[src/rtl/frame_sequencer.sv]
// frame_sequencer: launches test-pattern frames on the AXI-Stream sender.
// It issues one-cycle GO pulses, follows the sender RUN handshake, inserts a
// programmable idle gap, and runs a fixed count or continuously until STOP.
// Optional feature: define SEQ_TIMEOUT_EN to enable the GO-to-RUN watchdog
// (sticky ERR, abort to IDLE after TIMEOUT_CYC cycles in WAIT_RUN).
module frame_sequencer #(
  parameter int CNT_W       = 16,
  parameter int GAP_W       = 16,
  parameter int TIMEOUT_CYC = 1024
) (
  input  logic             ACLK,
  input  logic             ARESETN,
  input  logic             START,
  input  logic             STOP,
  input  logic             CONTINUOUS,
  input  logic [CNT_W-1:0] NUM_FRAMES,
  input  logic [GAP_W-1:0] GAP_CYCLES,
  output logic             SENDER_GO,
  input  logic             SENDER_RUN,
  output logic             BUSY,
  output logic             DONE,
  output logic [CNT_W-1:0] FRAME_CNT,
  output logic             ERR
);

  localparam logic [2:0] S_IDLE     = 3'd0;
  localparam logic [2:0] S_ISSUE    = 3'd1;
  localparam logic [2:0] S_WAIT_RUN = 3'd2;
  localparam logic [2:0] S_WAIT_END = 3'd3;
  localparam logic [2:0] S_GAP      = 3'd4;

  localparam logic [CNT_W-1:0] CNT_ONE = {{(CNT_W-1){1'b0}}, 1'b1};
  localparam logic [GAP_W-1:0] GAP_ONE = {{(GAP_W-1){1'b0}}, 1'b1};

  logic [2:0]       state_q, state_d;
  logic             cont_q, cont_d;
  logic [CNT_W-1:0] num_q, num_d;
  logic [CNT_W-1:0] cnt_q, cnt_d;
  logic [GAP_W-1:0] gap_q, gap_d;
  logic             stop_pend_q, stop_pend_d;
  logic             go_q;
  logic             busy_q;
  logic             done_q, done_d;
  logic [CNT_W-1:0] cnt_inc_s;

`ifdef SEQ_TIMEOUT_EN
  localparam int            WD_W    = $clog2(TIMEOUT_CYC) + 1;
  localparam logic [WD_W-1:0] WD_LAST = WD_W'(TIMEOUT_CYC - 1);
  localparam logic [WD_W-1:0] WD_ONE  = {{(WD_W-1){1'b0}}, 1'b1};
  logic [WD_W-1:0] wd_q, wd_d;
  logic            err_q, err_d;
`else
  // Parameter kept for interface compatibility; the watchdog is not built.
  logic [31:0] unused_timeout_s;
  assign unused_timeout_s = 32'(TIMEOUT_CYC);
`endif

  assign cnt_inc_s = cnt_q + CNT_ONE;

  // Next-state, counter and pulse decode for the frame sequencing FSM.
  always_comb begin
    state_d     = state_q;
    cont_d      = cont_q;
    num_d       = num_q;
    cnt_d       = cnt_q;
    gap_d       = gap_q;
    stop_pend_d = stop_pend_q;
    done_d      = 1'b0;
`ifdef SEQ_TIMEOUT_EN
    wd_d        = wd_q;
    err_d       = err_q;
`endif
    case (state_q)
      S_IDLE: begin
        // STOP wins over a coincident START; STOP alone does nothing here.
        if (START && !STOP) begin
          if (CONTINUOUS || (NUM_FRAMES != {CNT_W{1'b0}})) begin
            cont_d  = CONTINUOUS;
            num_d   = NUM_FRAMES;
            cnt_d   = {CNT_W{1'b0}};
            state_d = S_ISSUE;
`ifdef SEQ_TIMEOUT_EN
            err_d   = 1'b0;
`endif
          end else begin
            // Zero-length single run: finish immediately without a GO.
            cnt_d  = {CNT_W{1'b0}};
            done_d = 1'b1;
          end
        end else begin
          state_d = S_IDLE;
        end
      end
      S_ISSUE: begin
        if (STOP) begin
          stop_pend_d = 1'b1;
        end else begin
          stop_pend_d = stop_pend_q;
        end
        state_d = S_WAIT_RUN;
`ifdef SEQ_TIMEOUT_EN
        wd_d    = {WD_W{1'b0}};
`endif
      end
      S_WAIT_RUN: begin
        if (STOP) begin
          stop_pend_d = 1'b1;
        end else begin
          stop_pend_d = stop_pend_q;
        end
        if (SENDER_RUN) begin
          state_d = S_WAIT_END;
        end else begin
`ifdef SEQ_TIMEOUT_EN
          if (wd_q == WD_LAST) begin
            // Sender never answered: abort without counting a frame.
            state_d = S_IDLE;
            done_d  = 1'b1;
            err_d   = 1'b1;
          end else begin
            wd_d = wd_q + WD_ONE;
          end
`else
          state_d = S_WAIT_RUN;
`endif
        end
      end
      S_WAIT_END: begin
        if (STOP) begin
          stop_pend_d = 1'b1;
        end else begin
          stop_pend_d = stop_pend_q;
        end
        if (!SENDER_RUN) begin
          cnt_d = cnt_inc_s;
          // A STOP arriving on the fall cycle also ends the run here.
          if (stop_pend_q || STOP || (!cont_q && (cnt_inc_s == num_q))) begin
            state_d = S_IDLE;
            done_d  = 1'b1;
          end else if (GAP_CYCLES == {GAP_W{1'b0}}) begin
            state_d = S_ISSUE;
          end else begin
            state_d = S_GAP;
            gap_d   = GAP_CYCLES - GAP_ONE;
          end
        end else begin
          state_d = S_WAIT_END;
        end
      end
      S_GAP: begin
        if (STOP) begin
          state_d = S_IDLE;
          done_d  = 1'b1;
        end else if (gap_q == {GAP_W{1'b0}}) begin
          state_d = S_ISSUE;
        end else begin
          gap_d = gap_q - GAP_ONE;
        end
      end
      default: begin
        state_d = S_IDLE;
      end
    endcase
    // Pending stop is consumed whenever the sequencer returns to IDLE.
    if (state_d == S_IDLE) begin
      stop_pend_d = 1'b0;
    end else begin
      stop_pend_d = stop_pend_d;
    end
  end

  // State and registered outputs; reset forces everything idle immediately.
  always_ff @(posedge ACLK or negedge ARESETN) begin
    if (!ARESETN) begin
      state_q     <= S_IDLE;
      cont_q      <= 1'b0;
      num_q       <= {CNT_W{1'b0}};
      cnt_q       <= {CNT_W{1'b0}};
      gap_q       <= {GAP_W{1'b0}};
      stop_pend_q <= 1'b0;
      go_q        <= 1'b0;
      busy_q      <= 1'b0;
      done_q      <= 1'b0;
    end else begin
      state_q     <= state_d;
      cont_q      <= cont_d;
      num_q       <= num_d;
      cnt_q       <= cnt_d;
      gap_q       <= gap_d;
      stop_pend_q <= stop_pend_d;
      go_q        <= (state_d == S_ISSUE);
      busy_q      <= (state_d != S_IDLE);
      done_q      <= done_d;
    end
  end

`ifdef SEQ_TIMEOUT_EN
  // Watchdog counter and sticky error flag.
  always_ff @(posedge ACLK or negedge ARESETN) begin
    if (!ARESETN) begin
      wd_q  <= {WD_W{1'b0}};
      err_q <= 1'b0;
    end else begin
      wd_q  <= wd_d;
      err_q <= err_d;
    end
  end

  assign ERR = err_q;
`else
  assign ERR = 1'b0;
`endif

  assign SENDER_GO = go_q;
  assign BUSY      = busy_q;
  assign DONE      = done_q;
  assign FRAME_CNT = cnt_q;

endmodule

[config.mk]
export PLATFORM = sky130hd
export DESIGN_NAME = frame_sequencer
export DESIGN_NICKNAME = d
export VERILOG_FILES = /design/src/rtl/frame_sequencer.sv
export SDC_FILE = /design/constraint.sdc
export NUM_CORES = 1
export LEC_CHECK = 0
export ABC_AREA = 1
export CAP_MARGIN = 20
export CORE_AREA = 10 10 95 97
export DETAILED_ROUTE_END_ITERATION = 8
export DIE_AREA = 0 0 105 107
export PLACE_DENSITY = 0.75
export SLEW_MARGIN = 20
export SYNTH_ARGS = -nofsm -noshare
export SYNTH_HDL_FRONTEND = slang
export SYNTH_SLANG_ARGS = --single-unit
[constraint.sdc]
create_clock -name ACLK -period 3.25 [get_ports ACLK]
set_clock_uncertainty 0.1 [all_clocks]
set_input_delay 0.65 -clock ACLK [delete_from_list [all_inputs] [get_ports ACLK]]
set_output_delay 0.65 -clock ACLK [all_outputs]
set_load 0.05 [all_outputs]
==> out/results.ini, run 1 <==
[global_route]
grt_pass1_vias=3376
grt_pass1_wl_um=16000
grt-ovfl-total=0
antenna_found_initial=0
grt_max_degree=34
track_usage=0.170

[worst_setup_path]
rrSetupSlack_ns=0.50
reg2reg_depth=14
path_class=flop to flop
cp-start-kind=flop
end_kind=flop
crit_fanout=33
r2r-start=FRAME_CNT[0]
rr_endpoint=stop_pend_q
crit_required_ns=3.37
cp_data_arrival_time_ns=2.87

[layout]
final_common_cell=nand2_1
diodes=0
final_cell_mix=nand2_1, inv_1, dfrtp_1
synthToLayoutAreaGrowth_pct=19.0
final_util=0.630
multi_input_area_um2=1960
regArea_um2=1400
n_fill_cell=671
drive_above_1_share=0.128
nNetsFinal=603

[placement]
globalplace.congestion=0.895
post-dp-hpwl_um=7570
io_buffers=56

[routing]
vias=3473
routed_wl_um=9510
drt-initial-drc-count=186
antenna_left=0
drcViolationCount=0
dr.pass1.iters=5
vias_per_cell=5.24
wire_per_inst_um=14.3

[power]
irDropWorstVdd_v=0.000422
p_leak_nw=2.15
powerDensity_nw_per_um2=735
total_power_mw=3.30

[die]
io_pins=58
fp.dieH_um=107
dieArea_um2=11200
die_w_um=105
row_count=31
core_area_um2=7140
initial_utilization=0.529

[cts]
htreeDepth=2
cts_buffers=5
clk_pin_slew_worst_paths_ns=0.11
clock_latency_ns=0.32
cts_max_path_buffers=2
cts.sinks=56
ctsResizeCount=0
clockRootBuffer=clkbuf_8
holdBufCountCts=0
cts_tree=yes
cts_setup_buffers=0

[sta]
slew_headroom=0.549
post-route-period-util=0.846
fmax_mhz=364
finalHoldViolations=0
period_minus_slack_ns=2.75
slew_violations=0
fin_setup_tns_ns=0
worst_pin_slew_ns=0.676
timing.hold.ws_ns=0.247
setup_violations=0
rsz0062_at_grt=no

[synth]
seq_area_frac_synth=0.371
syn_area_per_cell_um2=7.44
ys_ff_latch=56
yosysWarnings=0
synth_top_cell_by_area=dfrtp_1
ys_types=35
synth_nets=548
syn_inst=508
synth_area_um2=3780
ys_top_cells_by_area=dfrtp_1, nand2_1, inv_1
synth_top_area_frac=0.371

[hold_path]
hold_class=primary input to async pin

[status]
outcome=complete, no violations

[job]
maxCapViolations=0

power by group:
group          internal, mW  leakage, nW  switching (mW)
clock network         0.155       0.0485           0.251
registers              1.00        0.705           0.314
logic                 0.599         1.39           0.980
kinds of logic (layout without fill, tap and decap cells):
group	after synthesis	count (layout)	synth area share
and+or+nand+nor	266	266	0.347
other	1	1	0.000993
adders and majority gates	2	2	0.00662
xor gates and xnor gates	14	14	0.0397
buffers and inverters	97	153	0.110
AOI/OAI and AO/OA	72	72	0.125
DFF	56	56	0.371
critical path: stages, from the launching register on:
cell and delay, ns:
dfrtp_1 0.52, ha_1 0.28, nand2_2 0.10, nor2_4 0.21, nand4_1 0.14, nand3b_1 0.13, nand2_1 0.07, nor2_1 0.16
nand2_1 0.10, nor2_2 0.10, nand2_2 0.08, nand3_2 0.10, nand2_4 0.25, nor2_1 0.23, nor2_1 0.06
flip-flops by register name (all words and copies together) (netlist names):
register,flops
state_q,3
num_q,16
DONE,1
BUSY,1
SENDER_GO,1
FRAME_CNT,16
stop_pend_q,1
cont_q,1
gap_q,16
layout make-up:
class,instances,area share
clock buffer,5,0.0153
inverter,85,0.0710
tap,99,0.0276
sequential,56,0.312
clock inverter,3,0.00501
timing repair buffer,60,0.133
multi-input combinational,355,0.436
metrics by stage:
| step | setup slack, ns | area [µm²] | instances |
|---|---|---|---|
| 5_1_grt | 0.263 | 4490 | 663 |
| 3_5_place_dp | 0.438 | 4400 | 655 |
| 3_3_place_gp | 0.522 | 4400 | 655 |
| 2_1_floorplan | 0.739 | 3780 | 508 |
| 6_report | 0.500 | 4490 | 663 |
| 4_1_cts | 0.537 | 4490 | 663 |
worst max-delay path by stage:
stage	startpoint	endpoint	slack, ns
2_1_floorplan	FRAME_CNT[0]	gap_q[14]	0.74
3_3_place_gp	GAP_CYCLES[0]	gap_q[12]	0.52
3_5_place_dp	GAP_CYCLES[0]	gap_q[12]	0.44
4_1_cts	FRAME_CNT[0]	stop_pend_q	0.54
5_1_grt	FRAME_CNT[0]	stop_pend_q	0.26
6_report	FRAME_CNT[0]	stop_pend_q	0.50
Yosys cell counts, drive strengths merged:
library cell and instances:
xnor2 3, clkbuf 5, o22ai 10, xor2 9, o21ai 58, buf 7
or2 2, nand3 39, nand4 20, nand2 146, ha 2, a31oi 1
a21oi 2, o221ai 1, nor3 3, conb 1, inv 85, xnor3 2
dfrtp 56, nor2 45, nand3b 8, nor4 3
metal layers:
metal  up-vias  part of all wire  global-route usage
li1       1744                 -                   -
met1      1608              0.46               0.226
met2       108              0.47               0.273
met3        13             0.058              0.0335
met4         0             0.014              0.0500
met5         -                 0                   0
(Power assumes the default switching activity.)
==> inputs of run 2 (changes only) <==
==> constraint.sdc (replaced) <==
create_clock -name ACLK -period 2.7 [get_ports ACLK]
set_clock_uncertainty 0.1 [all_clocks]
set_input_delay 0.54 -clock ACLK [delete_from_list [all_inputs] [get_ports ACLK]]
set_output_delay 0.54 -clock ACLK [all_outputs]
set_load 0.05 [all_outputs]
==> run 2 against run 1 <==
  * Utilization increased by 1.1 points
  * Die area unchanged
  * Wire length decreased by 0.74%
  * Count of clock-buffer cells in the layout unchanged
  * Register-to-register slack got worse by 0.28 ns
  * Combinational power increased by 23%
  * Worst setup slack got worse by 0.28 ns
  * Sequential power increased by 19%
  * Critical path depth decreased by 1
  * Critical path type unchanged
  * Largest cell class unchanged
==> out/results.ini, run 2 (synthesis results as in run 1) <==
[placement]
io_buffers=56
globalplace.congestion=0.897
post-dp-hpwl_um=7450

[sta]
worst_pin_slew_ns=0.680
setup_violations=0
fmax_mhz=404
post-route-period-util=0.917
fin_setup_tns_ns=0
finalHoldViolations=0
rsz0062_at_grt=no
slew_violations=0
period_minus_slack_ns=2.48
slew_headroom=0.547

[power]
intPower_mw=2.15
clkPwrFrac=0.124
p_leak_nw=2.18
seqPwrFrac=0.392
sw_frac_of_total=0.464
p_switching_mw=1.86
powerDensity_nw_per_um2=876
comb_power_share=0.484
irDropWorstVdd_v=0.000390

[die]
fp.dieH_um=107
dieArea_um2=11200
die_w_um=105
initial_utilization=0.529
io_pins=58
core_area_um2=7140
row_count=31

[global_route]
grt-ovfl-total=0
track_usage=0.168
grt_max_degree=34
antenna_found_initial=0
grt_pass1_vias=3408
grt_pass1_wl_um=15900

[layout]
final_util=0.641
drive_above_1_share=0.140
nNetsFinal=610
final_common_cell=nand2_1
final_cell_mix=nand2_1, inv_1, dfrtp_1
synthToLayoutAreaGrowth_pct=21.0
n_fill_cell=645
diodes=0

[cts]
cts_buffers=5
cts_max_path_buffers=2
clk_pin_slew_worst_paths_ns=0.11
cts_setup_buffers=0
cts.sinks=56
holdBufCountCts=0
clock_latency_ns=0.33
clockRootBuffer=clkbuf_8
cts_tree=yes
htreeDepth=2

[routing]
antenna_left=0
wire_per_inst_um=14.1
dr.pass1.iters=5
routed_wl_um=9440
vias=3514
vias_per_cell=5.24
drcViolationCount=0
drt-initial-drc-count=175

[worst_setup_path]
crit_fanout=24
cpPeakStageDelay_ns=0.46
crit_chain=nor2_4, nand2_4, o21ai_4, ha_1, inv_1, nor2_2, nand3_1, inv_2, nand3_2, nor2_2, xor2_1, nand2_1, o21ai_2
crit_required_ns=2.86
cp-start-kind=flop
path_class=flop to flop
crit_path_top_delay_cell=dfrtp_1
crit_cells=13
cp_data_arrival_time_ns=2.63
cp_num_buf_inv=2
end_kind=flop
cpMostUsedCell=nor2_2
reg2reg_depth=13
crit_family=simple AND/OR/NAND/NOR gates

[job]
maxCapViolations=0

[hold_path]
hold_class=primary input to async pin

[status]
outcome=complete, no violations

run 2: power by group through the flow:
stage / Clock [mW] / Sequential [mW] / Combinational, mW
after floorplan: 0 / 1.84 / 1.05
after global placement: 0 / 1.57 / 1.89
after detailed placement: 0 / 1.58 / 1.94
after CTS: 0.505 / 1.56 / 1.94
after global routing: 0.541 / 1.63 / 2.15
final: 0.497 / 1.57 / 1.94
run 2: worst paths after layout:
path	from	end	slack [ns]
setup reg to reg	state_q[1]	gap_q[12]	0.22
hold / removal	ARESETN	num_q[10]	0.14
min in group ACLK	num_q[5]	num_q[5]	0.42
max in group asynchronous	ARESETN	gap_q[10]	1.77
setup / recovery	state_q[1]	gap_q[12]	0.22
hold reg to reg	num_q[5]	num_q[5]	0.42
run 2: cell type report:
class	count	area [µm²]	share of cell area
clock buffer	5	68.8	0.0151
clock inverter	3	25.0	0.00547
inverter	85	319	0.0698
multi-input combinational	356	1990	0.435
sequential	56	1400	0.307
tap	99	124	0.0271
timing repair buffer	66	643	0.141
run 2: routing by layer:
| metal | vias to the layer above | global-route usage | part of all wire |
|---|---|---|---|
| li1 | 1755 | - | - |
| met1 | 1641 | 0.215 | 0.45 |
| met2 | 103 | 0.279 | 0.47 |
| met3 | 15 | 0.0359 | 0.059 |
| met4 | 0 | 0.0500 | 0.015 |
| met5 | - | 0 | 0 |
run 2: worst reg2reg max path, stage by stage (launching register included):
cell and delay (ns):
dfrtp_1 0.46, nor2_4 0.18, nand2_4 0.21, o21ai_4 0.24, ha_1 0.18, inv_1 0.07, nor2_2 0.14, nand3_1 0.23
inv_2 0.13, nand3_2 0.09, nor2_2 0.11, xor2_1 0.14, nand2_1 0.08, o21ai_2 0.05
run 2: per-stage QoR:
stage	setup WS (ns)	instances	hold slack [ns]	total power, mW	cell area [µm²]
after detailed placement	0.0639	661	0.393	3.52	4450
final	0.224	670	0.137	4.00	4570
after floorplan	0.189	508	0.144	2.89	3780
after global placement	0.159	661	0.374	3.46	4450
after CTS	0.164	669	0.164	4.01	4540
after global routing	0.0105	670	0.181	4.32	4570
run 2: timing repair:
item	CTS	global route
gates resized for setup	0	4
endpoints found under the hold margin	0	0
endpoints found under the setup margin	0	18
==> inputs of run 3 (changes only) <==
--- a/config.mk
+++ b/config.mk
@@ -6,7 +6,6 @@
 export NUM_CORES = 1
 export LEC_CHECK = 0
 export ABC_AREA = 1
-export CAP_MARGIN = 20
 export CORE_AREA = 10 10 95 97
 export DETAILED_ROUTE_END_ITERATION = 8
 export DIE_AREA = 0 0 105 107
==> results of run 3 <==
Final layout, timing and power as in run 2 (identical DEF).
==> edit, RTL diff (config.mk and constraints of run 1) <==
Add a define of `SEQ_TIMEOUT_EN`.
--- a/src/rtl/frame_sequencer.sv
+++ b/src/rtl/frame_sequencer.sv
@@ -3,6 +3,8 @@
 // programmable idle gap, and runs a fixed count or continuously until STOP.
 // Optional feature: define SEQ_TIMEOUT_EN to enable the GO-to-RUN watchdog
 // (sticky ERR, abort to IDLE after TIMEOUT_CYC cycles in WAIT_RUN).
+`define SEQ_TIMEOUT_EN
+
 module frame_sequencer #(
   parameter int CNT_W       = 16,
   parameter int GAP_W       = 16,
Behaviour: no difference found for any inputs over 10 cycles, from zero or initial values and one cycle with ARESETN low; that may be too few to reach the edited logic, so the function may still have changed.
==> edit against run 1 <==
  * Combinational power up 17%
  * Count of clock-buffer cells in the layout up 4
  * Die area unchanged
  * Largest cell class unchanged
  * Synthesized area up 17%
  * Routed wire length up 12%
  * Non-clock buffer count up 3
  * Sequential cell count up 12
  * Cell area up 18%
  * Setup slack worse by 0.063 ns
  * Worst hold slack worse by 0.095 ns
  * Sequential share of layout area up 1.0 points
  * Power up 22%
==> edit: results (changes against run 1) <==
| Metric | Value |
|---|---|
| Outcome | `finished clean (unchanged)` |
| Leak pwr | `0.00253 uW (was 0.00215 uW)` |
| Maximum resistive drop on vdd | `0.678 mV (was 0.422 mV)` |
| Post-synthesis sequential area ratio | `38.5% (was 37.1%)` |
| Number of clock buffers inserted by TritonCTS | `9 (was 5)` |
| Routed Wire Length | `10600 um (was 9510 um)` |
| Xor and xnor fraction of the mapped netlist area | `4.19% (was 3.97%)` |
| Final antenna diode count | `0 (unchanged)` |
| Combined global-route utilization of all metal layers | `19.5% (was 17.0%)` |
| Reg clk slew, reported paths | `0.09 ns (was 0.11 ns)` |
| Layout cell share with drive strength beyond 1 | `12.6% (was 12.8%)` |
| Most instantiated flip-flop cell in the synthesis netlist | `dfrtp_1 (unchanged)` |
| Async S/R FF share, synth | `100% (unchanged)` |
| Synthesized net count | `639 (was 548)` |
| Critical Path AT | `2.94 ns (was 2.87 ns)` |
| Top cells by count, synth | `nand2_1, inv_1, dfrtp_1 (unchanged)` |
| H-tree levels | `3 (was 2)` |
| Clock Root Buffer | `clkbuf_8 (unchanged)` |
| Number of global-route vias before repair | `3999 (was 3376)` |
| Number of distinct library cells after synthesis | `42 (was 35)` |
| Crit path largest cell delay | `0.50 ns (was 0.52 ns)` |
| Fin crit period | `2.81 ns (was 2.75 ns)` |
| Top area cells in the synthesized netlist | `dfrtp_1, nand2_1, inv_1 (unchanged)` |
| Drt initial violations | `171 (was 186)` |
| Slew margin rel. | `65.7% (was 54.9%)` |
| Synthesized-area fraction occupied by ao, oa, aoi and oai cells | `10.5% (was 12.5%)` |
| Initial antenna violation count | `0 (unchanged)` |
| Number of iterations in the first detailed-routing pass | `4 (was 5)` |
| Critical Path Fanout Max | `28 (was 33)` |
| First-pass GRT wire length | `18400 um (was 16000 um)` |
| Net count of the finished layout | `703 (was 603)` |
| Yosys warnings | `0 (unchanged)` |
| Pin count of the biggest net entering global routing | `33 (was 34)` |
| Via density per instance | `5.24 (about the same)` |
| Pre-CTS setup slack | `0.478 ns (was 0.438 ns)` |
| HPWL after detailed placement | `8240 um (was 7570 um)` |
| Share of synthesized area spent on multiplexers | `1.27% (was 0%)` |
| CP max stage cell | `dfrtp_1 (unchanged)` |
| RD Place Congestion | `0.913 (was 0.895)` |
| Adder and majority cell fraction of the synthesized area | `0.849% (was 0.662%)` |
| Clk Latency, worst-skew pair | `0.35 ns (was 0.32 ns)` |
| Count of input and output buffers | `57 (was 56)` |
==> edit: cells by family (layout without fill, tap and decap cells) <==
logic type	count (synthesis)	in the layout
muxes	5	5
adders and majority gates	3	3
AOI/OAI and AO/OA	78	78
xor gates and xnor gates	18	18
DFF	68	68
and+or+nand+nor	311	311
buffers and inverters	115	184
==> edit: stage by stage <==
| step | util, % | std cells | hold WS, ns | cell area, sq um |
|---|---|---|---|---|
| floorplan | - | 598 | 0.254 | 4420 |
| global placement | 71.3 | 750 | 0.396 | 5090 |
| detailed placement | 71.3 | 750 | 0.405 | 5090 |
| CTS | 74.1 | 766 | 0.173 | 5290 |
| global route | 74.1 | 766 | 0.195 | 5290 |
| finish | 74.1 | 766 | 0.153 | 5290 |
==> edit: layout make-up <==
cell class	count	area [sq um]
Multi-Input combinational cell	415	2240
Fill cell	581	1850
Sequential cell	68	1700
Timing Repair Buffer	63	623
Inverter	105	394
Clock buffer	9	124
Tap cell	99	124
Clock inverter	7	75.1
==> edit: layer usage <==
metal | global-route usage, % | routed length (um)
met5 | 0 | 0
met4 | 6.57 | 176
met1 | 23.7 | 4720
met3 | 3.41 | 482
met2 | 34.1 | 5250
==> edit: path summary, 6_finish.rpt <==
check                              endpoint  cells after the start  slack [ns]
max in group asynchronous        state_q[2]                      2        2.26
worst max register to register  stop_pend_q                     14        0.44
worst max-delay path            stop_pend_q                     14        0.44
worst min-delay path               num_q[4]                      1        0.15
worst min register to register          ERR                      2        0.42
min in group ACLK                       ERR                      2        0.42
==> edit: power by group <==
| part | total, uW | internal (uW) | switching (uW) | leakage (uW) |
|---|---|---|---|---|
| Combinational | 1850 | 681 | 1170 | 0.00156 |
| Sequential | 1470 | 1180 | 289 | 0.000867 |
| Clock | 718 | 360 | 358 | 0.000104 |
